===== src/rtl/stack_mc_controller.sv =====
// Multi-cycle control FSM for the stack-based MIPS datapath.
// Sequences fetch/decode/memory/stack phases and decodes per-state control strobes.
module stack_mc_controller (
  input  logic       clk_i,
  input  logic       rst_ni,
  input  logic [2:0] opcode_i,
  input  logic       tos_zero_i,
  output logic       pc_ld_o,
  output logic       ir_ld_o,
  output logic       mdr_ld_o,
  output logic       a_ld_o,
  output logic       b_ld_o,
  output logic       mem_read_o,
  output logic       mem_write_o,
  output logic       iord_o,
  output logic       push_o,
  output logic       pop_o,
  output logic       tos_o,
  output logic       stack_src_o,
  output logic       pc_src_o,
  output logic [1:0] alu_op_o,
  output logic       done_o,
  output logic [3:0] state_o
);

  // state | meaning
  // FETCH | read instruction at PC, load IR, advance PC
  // DECODE| dispatch on opcode; pops first operand, JMP/JZ finish here
  // POPB  | pop second operand into B
  // ALU2  | push A op B
  // ALU1  | push NOT A
  // MEMRD | read memory at IR address into MDR
  // PUSHM | push MDR
  // MEMWR | write A to memory at IR address
  typedef enum logic [3:0] {
    S_FETCH  = 4'd0,
    S_DECODE = 4'd1,
    S_POPB   = 4'd2,
    S_ALU2   = 4'd3,
    S_ALU1   = 4'd4,
    S_MEMRD  = 4'd5,
    S_PUSHM  = 4'd6,
    S_MEMWR  = 4'd7
  } state_e;

  localparam logic [2:0] OP_ADD  = 3'b000;
  localparam logic [2:0] OP_SUB  = 3'b001;
  localparam logic [2:0] OP_AND  = 3'b010;
  localparam logic [2:0] OP_NOT  = 3'b011;
  localparam logic [2:0] OP_PUSH = 3'b100;
  localparam logic [2:0] OP_POP  = 3'b101;
  localparam logic [2:0] OP_JMP  = 3'b110;
  localparam logic [2:0] OP_JZ   = 3'b111;

  state_e state_q, state_d;

  always_ff @(posedge clk_i or negedge rst_ni) begin
    if (!rst_ni) begin
      state_q <= S_FETCH;
    end else begin
      state_q <= state_d;
    end
  end

  always_comb begin
    state_d     = S_FETCH;
    pc_ld_o     = 1'b0;
    ir_ld_o     = 1'b0;
    mdr_ld_o    = 1'b0;
    a_ld_o      = 1'b0;
    b_ld_o      = 1'b0;
    mem_read_o  = 1'b0;
    mem_write_o = 1'b0;
    iord_o      = 1'b0;
    push_o      = 1'b0;
    pop_o       = 1'b0;
    tos_o       = 1'b0;
    stack_src_o = 1'b0;
    pc_src_o    = 1'b0;
    alu_op_o    = 2'b00;
    done_o      = 1'b0;

    case (state_q)
      S_FETCH: begin
        mem_read_o = 1'b1;
        ir_ld_o    = 1'b1;
        pc_ld_o    = 1'b1;
        state_d    = S_DECODE;
      end
      S_DECODE: begin
        case (opcode_i)
          OP_ADD, OP_SUB, OP_AND: begin
            pop_o   = 1'b1;
            a_ld_o  = 1'b1;
            state_d = S_POPB;
          end
          OP_NOT: begin
            pop_o   = 1'b1;
            a_ld_o  = 1'b1;
            state_d = S_ALU1;
          end
          OP_PUSH: begin
            state_d = S_MEMRD;
          end
          OP_POP: begin
            pop_o   = 1'b1;
            a_ld_o  = 1'b1;
            state_d = S_MEMWR;
          end
          OP_JMP: begin
            pc_ld_o  = 1'b1;
            pc_src_o = 1'b1;
            done_o   = 1'b1;
            state_d  = S_FETCH;
          end
          OP_JZ: begin
            // Peek only; the stack is left untouched whether or not the branch is taken.
            tos_o    = 1'b1;
            pc_ld_o  = tos_zero_i;
            pc_src_o = tos_zero_i;
            done_o   = 1'b1;
            state_d  = S_FETCH;
          end
          default: state_d = S_FETCH;
        endcase
      end
      S_POPB: begin
        pop_o   = 1'b1;
        b_ld_o  = 1'b1;
        state_d = S_ALU2;
      end
      S_ALU2: begin
        alu_op_o    = opcode_i[1:0];
        push_o      = 1'b1;
        stack_src_o = 1'b1;
        done_o      = 1'b1;
        state_d     = S_FETCH;
      end
      S_ALU1: begin
        alu_op_o    = 2'b11;
        push_o      = 1'b1;
        stack_src_o = 1'b1;
        done_o      = 1'b1;
        state_d     = S_FETCH;
      end
      S_MEMRD: begin
        mem_read_o = 1'b1;
        iord_o     = 1'b1;
        mdr_ld_o   = 1'b1;
        state_d    = S_PUSHM;
      end
      S_PUSHM: begin
        push_o  = 1'b1;
        done_o  = 1'b1;
        state_d = S_FETCH;
      end
      S_MEMWR: begin
        mem_write_o = 1'b1;
        iord_o      = 1'b1;
        done_o      = 1'b1;
        state_d     = S_FETCH;
      end
      default: state_d = S_FETCH;
    endcase

    // Reset kills every strobe combinationally so an in-flight write or push cannot finish.
    if (!rst_ni) begin
      pc_ld_o     = 1'b0;
      ir_ld_o     = 1'b0;
      mdr_ld_o    = 1'b0;
      a_ld_o      = 1'b0;
      b_ld_o      = 1'b0;
      mem_read_o  = 1'b0;
      mem_write_o = 1'b0;
      iord_o      = 1'b0;
      push_o      = 1'b0;
      pop_o       = 1'b0;
      tos_o       = 1'b0;
      stack_src_o = 1'b0;
      pc_src_o    = 1'b0;
      alu_op_o    = 2'b00;
      done_o      = 1'b0;
    end
  end

  assign state_o = state_q;

endmodule


===== config.mk =====
export PLATFORM = sky130hd
export DESIGN_NAME = stack_mc_controller
export DESIGN_NICKNAME = d
export VERILOG_FILES = /design/src/rtl/stack_mc_controller.sv
export SDC_FILE = /design/constraint.sdc
export NUM_CORES = 1
export LEC_CHECK = 0
export BUFFER_PORTS_ARGS = -buffer_cell sky130_fd_sc_hd__clkbuf_2
export CAP_MARGIN = 30
export CELL_PAD_IN_SITES_DETAIL_PLACEMENT = 1
export CELL_PAD_IN_SITES_GLOBAL_PLACEMENT = 1
export CORE_UTILIZATION = 24
export DETAILED_ROUTE_END_ITERATION = 8
export GPL_TIMING_DRIVEN = 0
export PLACE_DENSITY_LB_ADDON = 0.3
export RECOVER_POWER = 100
export SYNTH_ARGS = -nofsm -noshare
export SYNTH_HDL_FRONTEND = slang
export SYNTH_SLANG_ARGS = --single-unit

===== constraint.sdc =====
create_clock -name clk_i -period 1.3 [get_ports clk_i]
set_clock_uncertainty 0.2 [all_clocks]
set_input_delay 0.13 -clock clk_i [delete_from_list [all_inputs] [get_ports clk_i]]
set_output_delay 0.13 -clock clk_i [all_outputs]
set_load 0.01 [all_outputs]

Word-level counts from Yosys, hierarchy flattened

Cells that the tools add are included.

Add/sub/neg operators: 0
Multipliers: 0
Divide/modulo/power cells: 0
Order comparisons: 0
Equality and inequality tests: 14
Shift-type cells: 0
Muxes and demuxes: 36
Bitwise operators: 0
Reduce and logical (&&, ||, !) cells: 10

Operator list:

| kind                                          | number |
|---|---|
| two-way mux 1 bit                             | 28 |
| one-hot mux 4 bit (5 select lines)            | 1 |
| == test 4 x 3 -> 1 bit, second input constant | 4 |
| one-hot mux 4 bit (4 select lines)            | 1 |
| == test 3 bit, second input constant          | 4 |
| == test 4 x 2 -> 1 bit, second input constant | 2 |
| one-hot mux 1 bit (2 select lines)            | 4 |
| OR reduction 2 bit                            | 4 |
| == test 3 x 2 -> 1 bit, second input constant | 2 |
| OR reduction 3 bit                            | 2 |
| OR reduction 5 bit                            | 1 |
| == test 4 x 1 -> 1 bit, second input constant | 1 |
| zero test 4 bit                               | 1 |
| one-hot mux 2 bit (2 select lines)            | 1 |
| OR reduction 4 bit                            | 1 |
| == test 3 x 1 -> 1 bit, second input constant | 1 |
| zero test 3 bit                               | 1 |
| two-way mux 2 bit                             | 1 |

Register bits after elaboration: 4
Latch bits: 0
RAM bits: 0
Bits in read-only memories: 0
Bits of input ports: 6
Output and inout bits: 20
Logic and storage cells: 61
Memories kept: 0

Depth between registers and ports, before layout

Gate-level depths: netlist of the first run.

Depth after elaboration: 5
Gate-level depth with buffers: 4
Gate-level depth less buffers: 3

Worst setup path before layout of the first run

Ideal clock, no wire load.

Kind: register -> output
Start: register state_q[1] (netlist: state_o[1])
End: output pop_o
Arrival time: 1.112 ns
Data required time: 0.970 ns
Path slack: -0.142 ns
Stages on the path, launching flop included: 4
Buffers on the path: 0
Cell sequence: dfrtp_1 -> and4bb_4 -> a21boi_4 -> or2_1

Cells in the longest elaborated chain, start to end: 3
Elaborated cells between the ends (all ways): 4
Classes of those cells: 2 x eq/ne; 2 x mux

RTL lines:

| element                                                                 | RTL line | source |
|---|---|---|
| start: declaration                                                      | 55       | `state_e state_q, state_d;` |
| start signal: assignment                                                | 61       | `state_q <= state_d;` |
| == test 4 x 2 -> 1 bit / == test 4 x 1 -> 1 bit (equally long branches) | 83       | `case (state_q)` |
| one-hot mux 1 bit (2 select lines) (*)                                  | 83       |  |
| two-way mux 1 bit (*)                                                   | 167      | `if (!rst_ni) begin` |
| end: declaration                                                        | 17       | `output logic pop_o,` |

Mark *: on every way between the ends. The rest lies on a longest branch, timed or not.

Worst setup path in the final report of the first run

Start: register state_q[2] (netlist: state_o[2])
End: output pop_o

The elaborated chain is that of the path after synthesis.

==> impl_results.rst, run 1 <==
.. list-table::
   :header-rows: 1

   * - Metric
     - Value
   * - Clock insertion delay at the later pin of the skew report
     - roughly 0.23 ns
   * - Max-slew violation count
     - 0
   * - Sequential cell area
     - roughly 78 µm²
   * - Number of flops mapped to enable cells by yosys
     - 0
   * - Input/output buffers
     - 24
   * - Number of different library cells in the post-synthesis netlist
     - 29
   * - Root buffer cell
     - sky130_fd_sc_hd__clkbuf_4
   * - Area of the die
     - approximately 1900 µm²
   * - Number of buffers on the longest clock path
     - 2
   * - Maximum level of the CTS H-tree
     - 1
   * - Kind of end point of the critical path
     - primary output
   * - Area of the core
     - around 1500 µm²
   * - Number of top-level pins
     - 26
   * - Footprint of the multi-input gates
     - between 300 and 400 µm²
   * - Relative area change from synthesis to final layout
     - 93.8%
   * - Final HPWL DP
     - about 900 µm
   * - Final Critical Period
     - 1.73 ns
   * - Seq/Total Area, Yosys
     - 18.6%
   * - Most frequent cell after synthesis
     - sky130_fd_sc_hd__nor2_1
   * - Worst setup slack after layout
     - -0.428 ns
   * - Number of buffers inserted during clock tree synthesis
     - 3
   * - Most frequently used flop master after synthesis
     - sky130_fd_sc_hd__dfrtp_1
   * - Drt via density
     - 4.84
   * - Post-synth top cells
     - 6 x sky130_fd_sc_hd__nor2_1, 5 x sky130_fd_sc_hd__nor2b_1
   * - Average wire length per cell after detail routing
     - between 10 and 15 µm
   * - VDD IR max
     - between 0.8 and 0.9 mV
   * - Final wirelength
     - between 1 and 1.5 mm
   * - Largest area contributor in the netlist
     - sky130_fd_sc_hd__dfrtp_1
   * - Die X
     - 43.0 µm
   * - Setup repair after global routing missed its margin
     - yes
   * - Pin count of the biggest net entering global routing
     - 11
   * - Portion of synthesized cell area occupied by the leading cell type
     - between 10% and 20%
   * - Critical path fanouts, max
     - 4
   * - Max Clk Rate
     - approximately 580 MHz
   * - Number of clock sinks
     - 3
   * - Final antenna diode count
     - 0
   * - Total number of placement rows
     - 14
   * - Mapped Avg Cell Area
     - between 7 and 8 µm²
   * - Top cells by area in the synthesized netlist
     - sky130_fd_sc_hd__dfrtp_1 19%, sky130_fd_sc_hd__nor2b_1 7.7%, sky130_fd_sc_hd__buf_4 5.6%
   * - Number of fill cells in the layout
     - about 200
   * - Number of antenna violations at the first check in global routing
     - 0
   * - Max-capacitance violation count
     - 0
   * - Post-Synthesis Cells
     - 51
   * - Final core utilization
     - 50.8%
   * - Required arrival time at the worst endpoint
     - 0.97 ns
   * - P_leak
     - slightly below 0.0004 µW
   * - Type of the worst min-delay path
     - in2async
   * - Global Route Usage Sum
     - 17.2%
   * - Fraction of final layout cells with drive strength greater than 1
     - about two thirds
   * - Final critical-path share of the clock period
     - 133%
   * - Worst Setup Slack post-DPL
     - -0.204 ns
   * - Ratio of total power to cell area
     - 1960 nW/µm²
   * - Final RePlAce weighted congestion
     - 0.710
   * - Total number of vias
     - about 510
   * - Via count of the first global-routing pass
     - roughly 500
   * - Register clock-pin slew on the reported worst setup and hold paths
     - roughly 0.040 ns
   * - Number of flip-flops in the largest register
     - 3
   * - Remaining design rule violation count
     - 0
   * - Critical Setup Path Class
     - reg2out
   * - Initial Util
     - 26.2%
   * - Number of endpoints failing setup at the final stage
     - 17
   * - Global-route wire length before repair
     - between 2 and 2.5 mm
   * - Clock tree from TritonCTS
     - done
   * - Failing checks
     - setup timing
   * - Yosys Warn Count
     - 0
   * - Startpoint class of the critical path
     - flip-flop
   * - Routed Antenna Nets
     - 0
   * - Y dimension of the die
     - 43.0 µm
   * - CP Data Arrival Time
     - approximately 1.4 ns
   * - Async set-reset flop share out of synthesis
     - 100%
   * - DRC violation total after the first TritonRoute iteration
     - 5
   * - Flop and latch count out of synthesis
     - 3
   * - Nets@finish
     - a little under 100
   * - Summed instance area of the synthesized netlist
     - 404 µm²
   * - Initial DRT Pass Iterations
     - 3
   * - Leftover overflow at the end of global routing
     - 0
   * - Final Hold Violating Endpoints
     - 0
   * - Mapped Nets
     - 57
   * - Result of the run
     - finished with violations
[cells by family after synthesis]
logic type / share of synthesized area (%)
AND/OR/NAND/NOR: 44.6
other: 0.928
buffers and inverters: 10.5
AO/OA/AOI/OAI: 22.9
flip-flops: 18.6
multiplexers: 2.48
[worst paths after layout]
path,startpoint,to,slack [ns],cells after the start
setup / recovery,state_o[2],pop_o,-0.43,4
hold / removal,rst_ni,state_o[1],0.1,2
setup reg to reg,state_o[0],state_o[2],-0.05,5
hold reg to reg,state_o[1],state_o[1],0.52,2
max in group asynchronous,rst_ni,state_o[2],0.64,2
min in group clk_i,opcode_i[1],state_o[0],0.15,4
[layout make-up]
type	count	area share [%]
well taps	16	2.56
multi-input cells	42	46.8
inverters	1	0.479
clock buffers	4	3.35
repair buffers	35	30.7
plain buffers	5	6.23
flip-flops and latches	3	9.90
[cells in the final DEF (no fill, tap or decap), types with 2 or more instances in the layout]
cell	Yosys	routed
sky130_fd_sc_hd__o21a_1	2	2
sky130_fd_sc_hd__nor2_1	6	3
sky130_fd_sc_hd__buf_6	1	10
sky130_fd_sc_hd__buf_4	3	9
sky130_fd_sc_hd__clkbuf_4	0	3
sky130_fd_sc_hd__nor2b_4	0	3
sky130_fd_sc_hd__dfrtp_2	0	2
sky130_fd_sc_hd__and2_4	0	3
sky130_fd_sc_hd__nor2b_1	5	2
sky130_fd_sc_hd__clkbuf_2	0	8
sky130_fd_sc_hd__nor2_4	0	2
sky130_fd_sc_hd__a31o_1	2	2
sky130_fd_sc_hd__clkbuf_1	0	2
sky130_fd_sc_hd__nand2b_1	2	2
sky130_fd_sc_hd__nand2_1	3	3
sky130_fd_sc_hd__buf_2	1	11
sky130_fd_sc_hd__o21ai_1	2	3
[per-stage QoR]
stage / area [µm²] / hold WS [ns] / total power (µW) / TNS [ns] / std cells
floorplan: 420 / -0.366 / 676 / -0.688 / 51
global placement: 561 / -0.260 / 904 / -1.67 / 91
detailed placement: 561 / -0.260 / 917 / -1.79 / 91
CTS: 687 / 0.0532 / 1330 / -5.19 / 103
global route: 783 / 0.111 / 1660 / -6.66 / 106
finish: 783 / 0.0984 / 1540 / -5.52 / 106
[worst max-delay path: stages (launching register included)]
cell	delay [ns]
sky130_fd_sc_hd__dfrtp_2	0.43
sky130_fd_sc_hd__and4bb_4	0.34
sky130_fd_sc_hd__a21boi_4	0.17
sky130_fd_sc_hd__or2_1	0.11
sky130_fd_sc_hd__buf_2	0.12
[per-layer routing]
layer / routed length, µm / GRT usage, % / share of wire (%) / vias to the layer above
met5: 0 / 0 / 0 / -
met2: 788 / 30.0 / 54 / 15
met4: 10 / 5.45 / 0.69 / 0
met3: 62 / 5.11 / 4.3 / 2
li1: - / - / - / 255
met1: 587 / 20.1 / 41 / 241
[report_power, final]
group	internal (µW)	switching (µW)	leakage [µW]	total, µW
sequential	141	55.1	0.0000352	196
combinational	649	524	0.000340	1170
clock	115	51.8	0.0000150	167
total	905	631	0.000390	1540
[what timing repair did]
action	in CTS	in global routing
gates cloned	0	0
hold buffers	1	0
setup endpoints to repair	16	17
pin swaps	7	6
endpoints found under the hold margin	3	0
resized for setup	11	32
setup buffers	7	3
Power figures use the tool's default switching activity.
==> inputs of run 2 (changes only) <==
CAP_MARGIN = 20   (was 30)
SKIP_CTS_REPAIR_TIMING = 1   (was unset)
==> run 2 against run 1 <==
The run still ends with setup timing left. Via count decreased by 7.6%. Hold slack better by 0.020 ns. Global-route usage fell by 2.8 points. Non-clock buffer count fell by 8. Highest routed layer unchanged.
==> impl_results.rst, run 2 (same netlist as run 1, synthesis figures left out) <==
.. list-table::
   :header-rows: 1

   * - Metric
     - Value
   * - Leading cell type in the layout, fill and taps excluded
     - sky130_fd_sc_hd__clkbuf_2
   * - Relative area change from synthesis to final layout
     - 58.2%
   * - Total number of vias
     - 474 (-7.6%)
   * - Leftover overflow at the end of global routing
     - 0 (unchanged)
   * - Initial DRT Pass Iterations
     - 2 (-1)
   * - Input/output buffers
     - 24 (unchanged)
   * - CP max stage cell
     - sky130_fd_sc_hd__dfrtp_1
   * - CP Data Arrival Time
     - 1.39 ns (about the same)
   * - Startpoint class of the critical path
     - flip-flop
   * - Routed Antenna Nets
     - 0 (unchanged)
   * - Area of the die
     - 1850 µm² (unchanged)
   * - Number of fill cells in the layout
     - 210 (+7.1%)
   * - Final Critical Period
     - 1.72 ns (-0.00714 ns)
   * - Drt via density
     - 4.84 (about the same)
   * - Final antenna diode count
     - 0 (unchanged)
   * - Highest-count cells in the layout ignoring fill and taps
     - 14 x sky130_fd_sc_hd__clkbuf_2, 8 x sky130_fd_sc_hd__buf_2, 5 x sky130_fd_sc_hd__buf_4
   * - Delay of the slowest critical-path stage
     - 0.40 ns (-0.03 ns)
   * - Final wirelength
     - 1.25 mm (-14%)
   * - Final Hold Violating Endpoints
     - 0 (unchanged)
   * - Final core utilization
     - 41.5% (-9.3 points)
   * - Series of cell instances along the critical path
     - and4bb_4 > a21boi_4 > or2_1 > buf_2
   * - Worst setup slack after layout
     - -0.421 ns (+0.00714 ns)
   * - Initial Util
     - 26.2% (unchanged)
   * - Critical path fanouts, max
     - 4 (unchanged)
   * - Number of flip-flops in the largest register
     - 3 (unchanged)
   * - Area of placed instances
     - 561 µm² (unchanged)
   * - Final critical-path share of the clock period
     - 132% (-0.55 points)
   * - Global Route Usage Sum
     - 14.4% (-2.8 points)
   * - Max Clk Rate
     - 581 MHz (+0.41%)
   * - Setup repair after global routing missed its margin
     - yes
   * - Number of buffers inserted during clock tree synthesis
     - 3 (unchanged)
   * - Y dimension of the die
     - 43.0 µm (unchanged)
   * - Nets@finish
     - 89 (-8.2%)
   * - Total non-filler cell area in the finished layout
     - 639 µm² (-18%)
   * - Clock insertion delay at the later pin of the skew report
     - 0.23 ns (about the same)
   * - Result of the run
     - finished with violations
   * - Fraction of final layout cells with drive strength greater than 1
     - 53.7% (-13 points)
   * - Total number of placement rows
     - 14 (unchanged)
   * - Total Negative Setup Slacks
     - -5.08 ns (+0.440 ns)
   * - Number of clock sinks
     - 3 (unchanged)
   * - Worst Setup Slack post-DPL
     - -0.204 ns (unchanged)
   * - Root buffer cell
     - sky130_fd_sc_hd__clkbuf_4
   * - Number of top-level pins
     - 26 (unchanged)
   * - P_leak
     - 0.000320 µW (-18%)
   * - VDD IR max
     - 0.661 mV (-19%)
   * - Clock tree from TritonCTS
     - done
   * - Ratio of total power to cell area
     - 1840 nW/µm² (-6.3%)
   * - Global-route wire length before repair
     - 1.98 mm (-16%)
   * - Final RePlAce weighted congestion
     - 0.710 (unchanged)
   * - Pin count of the biggest net entering global routing
     - 11 (unchanged)
   * - Failing checks
     - setup timing
   * - Max-slew violation count
     - 0 (unchanged)
   * - Die X
     - 43.0 µm (unchanged)
   * - Number of antenna violations at the first check in global routing
     - 0 (unchanged)
   * - Average wire length per cell after detail routing
     - 12.7 µm (-6.8%)
   * - Critical Setup Path Class
     - reg2out
   * - DRC violation total after the first TritonRoute iteration
     - 2 (-3)
   * - Final HPWL DP
     - 904 µm (unchanged)
   * - Number of buffers on the longest clock path
     - 2 (unchanged)
   * - Area of the core
     - 1540 µm² (unchanged)
   * - Via count of the first global-routing pass
     - 447 (-13%)
   * - Maximum level of the CTS H-tree
     - 1 (unchanged)
   * - Remaining design rule violation count
     - 0 (unchanged)
   * - Register clock-pin slew on the reported worst setup and hold paths
     - 0.04 ns (about the same)
   * - Required arrival time at the worst endpoint
     - 0.97 ns (about the same)
   * - Kind of end point of the critical path
     - primary output
   * - Type of the worst min-delay path
     - in2async
   * - Number of endpoints failing setup at the final stage
     - 16 (-1)
   * - Max-capacitance violation count
     - 0 (unchanged)
## run 2: worst max-delay path, delay by kind of cell, from the launching register on
kind	cells	cell delay, ns
simple gates	2	0.48
flops	1	0.40
compound gates	1	0.17
buf+inv	1	0.12
## run 2: per-layer routing
layer	GRT usage, %	routed length [µm]	up-vias	share of wire (%)
met3	5.11	69	2	5.5
met2	23.0	619	15	50
met1	17.7	548	222	44
li1	-	-	235	-
met5	0	0	-	0
met4	5.45	10	0	0.80
## run 2: cell type report
| class | instances | area [µm²] | area share [%] |
|---|---|---|---|
| Clock buffer | 4 | 26.3 | 4.11 |
| Tap cell | 16 | 20.0 | 3.13 |
| Inverter | 1 | 3.75 | 0.587 |
| Multi-Input combinational cell | 42 | 327 | 51.1 |
| Sequential cell | 3 | 75.1 | 11.7 |
| Timing Repair Buffer | 27 | 143 | 22.3 |
| Buffer | 5 | 45.0 | 7.05 |
## run 2: worst paths after layout
kind / startpoint / end / slack (ns) / cells past startpoint
max reg2reg: state_o[2] / state_o[2] / 0.08 / 2
min in group clk_i: opcode_i[1] / state_o[0] / 0.15 / 4
max: state_o[2] / pop_o / -0.42 / 4
min: rst_ni / state_o[1] / 0.12 / 2
min reg2reg: state_o[0] / state_o[0] / 0.47 / 2
max in group asynchronous: rst_ni / state_o[2] / 0.63 / 2
## run 2: stage by stage
| step | power, µW | hold slack (ns) | cells |
|---|---|---|---|
| floorplan | 676 | -0.366 | 51 |
| global placement | 904 | -0.260 | 91 |
| detailed placement | 917 | -0.260 | 91 |
| CTS | 1100 | -0.508 | 95 |
| global route | 1280 | 0.111 | 98 |
| finish | 1170 | 0.119 | 98 |
## run 2: power breakdown
| part | leakage [µW] | internal (µW) | switching, µW |
|---|---|---|---|
| registers | 0.0000376 | 136 | 42.2 |
| clock network | 0.0000150 | 115 | 48.4 |
| logic | 0.000267 | 402 | 431 |
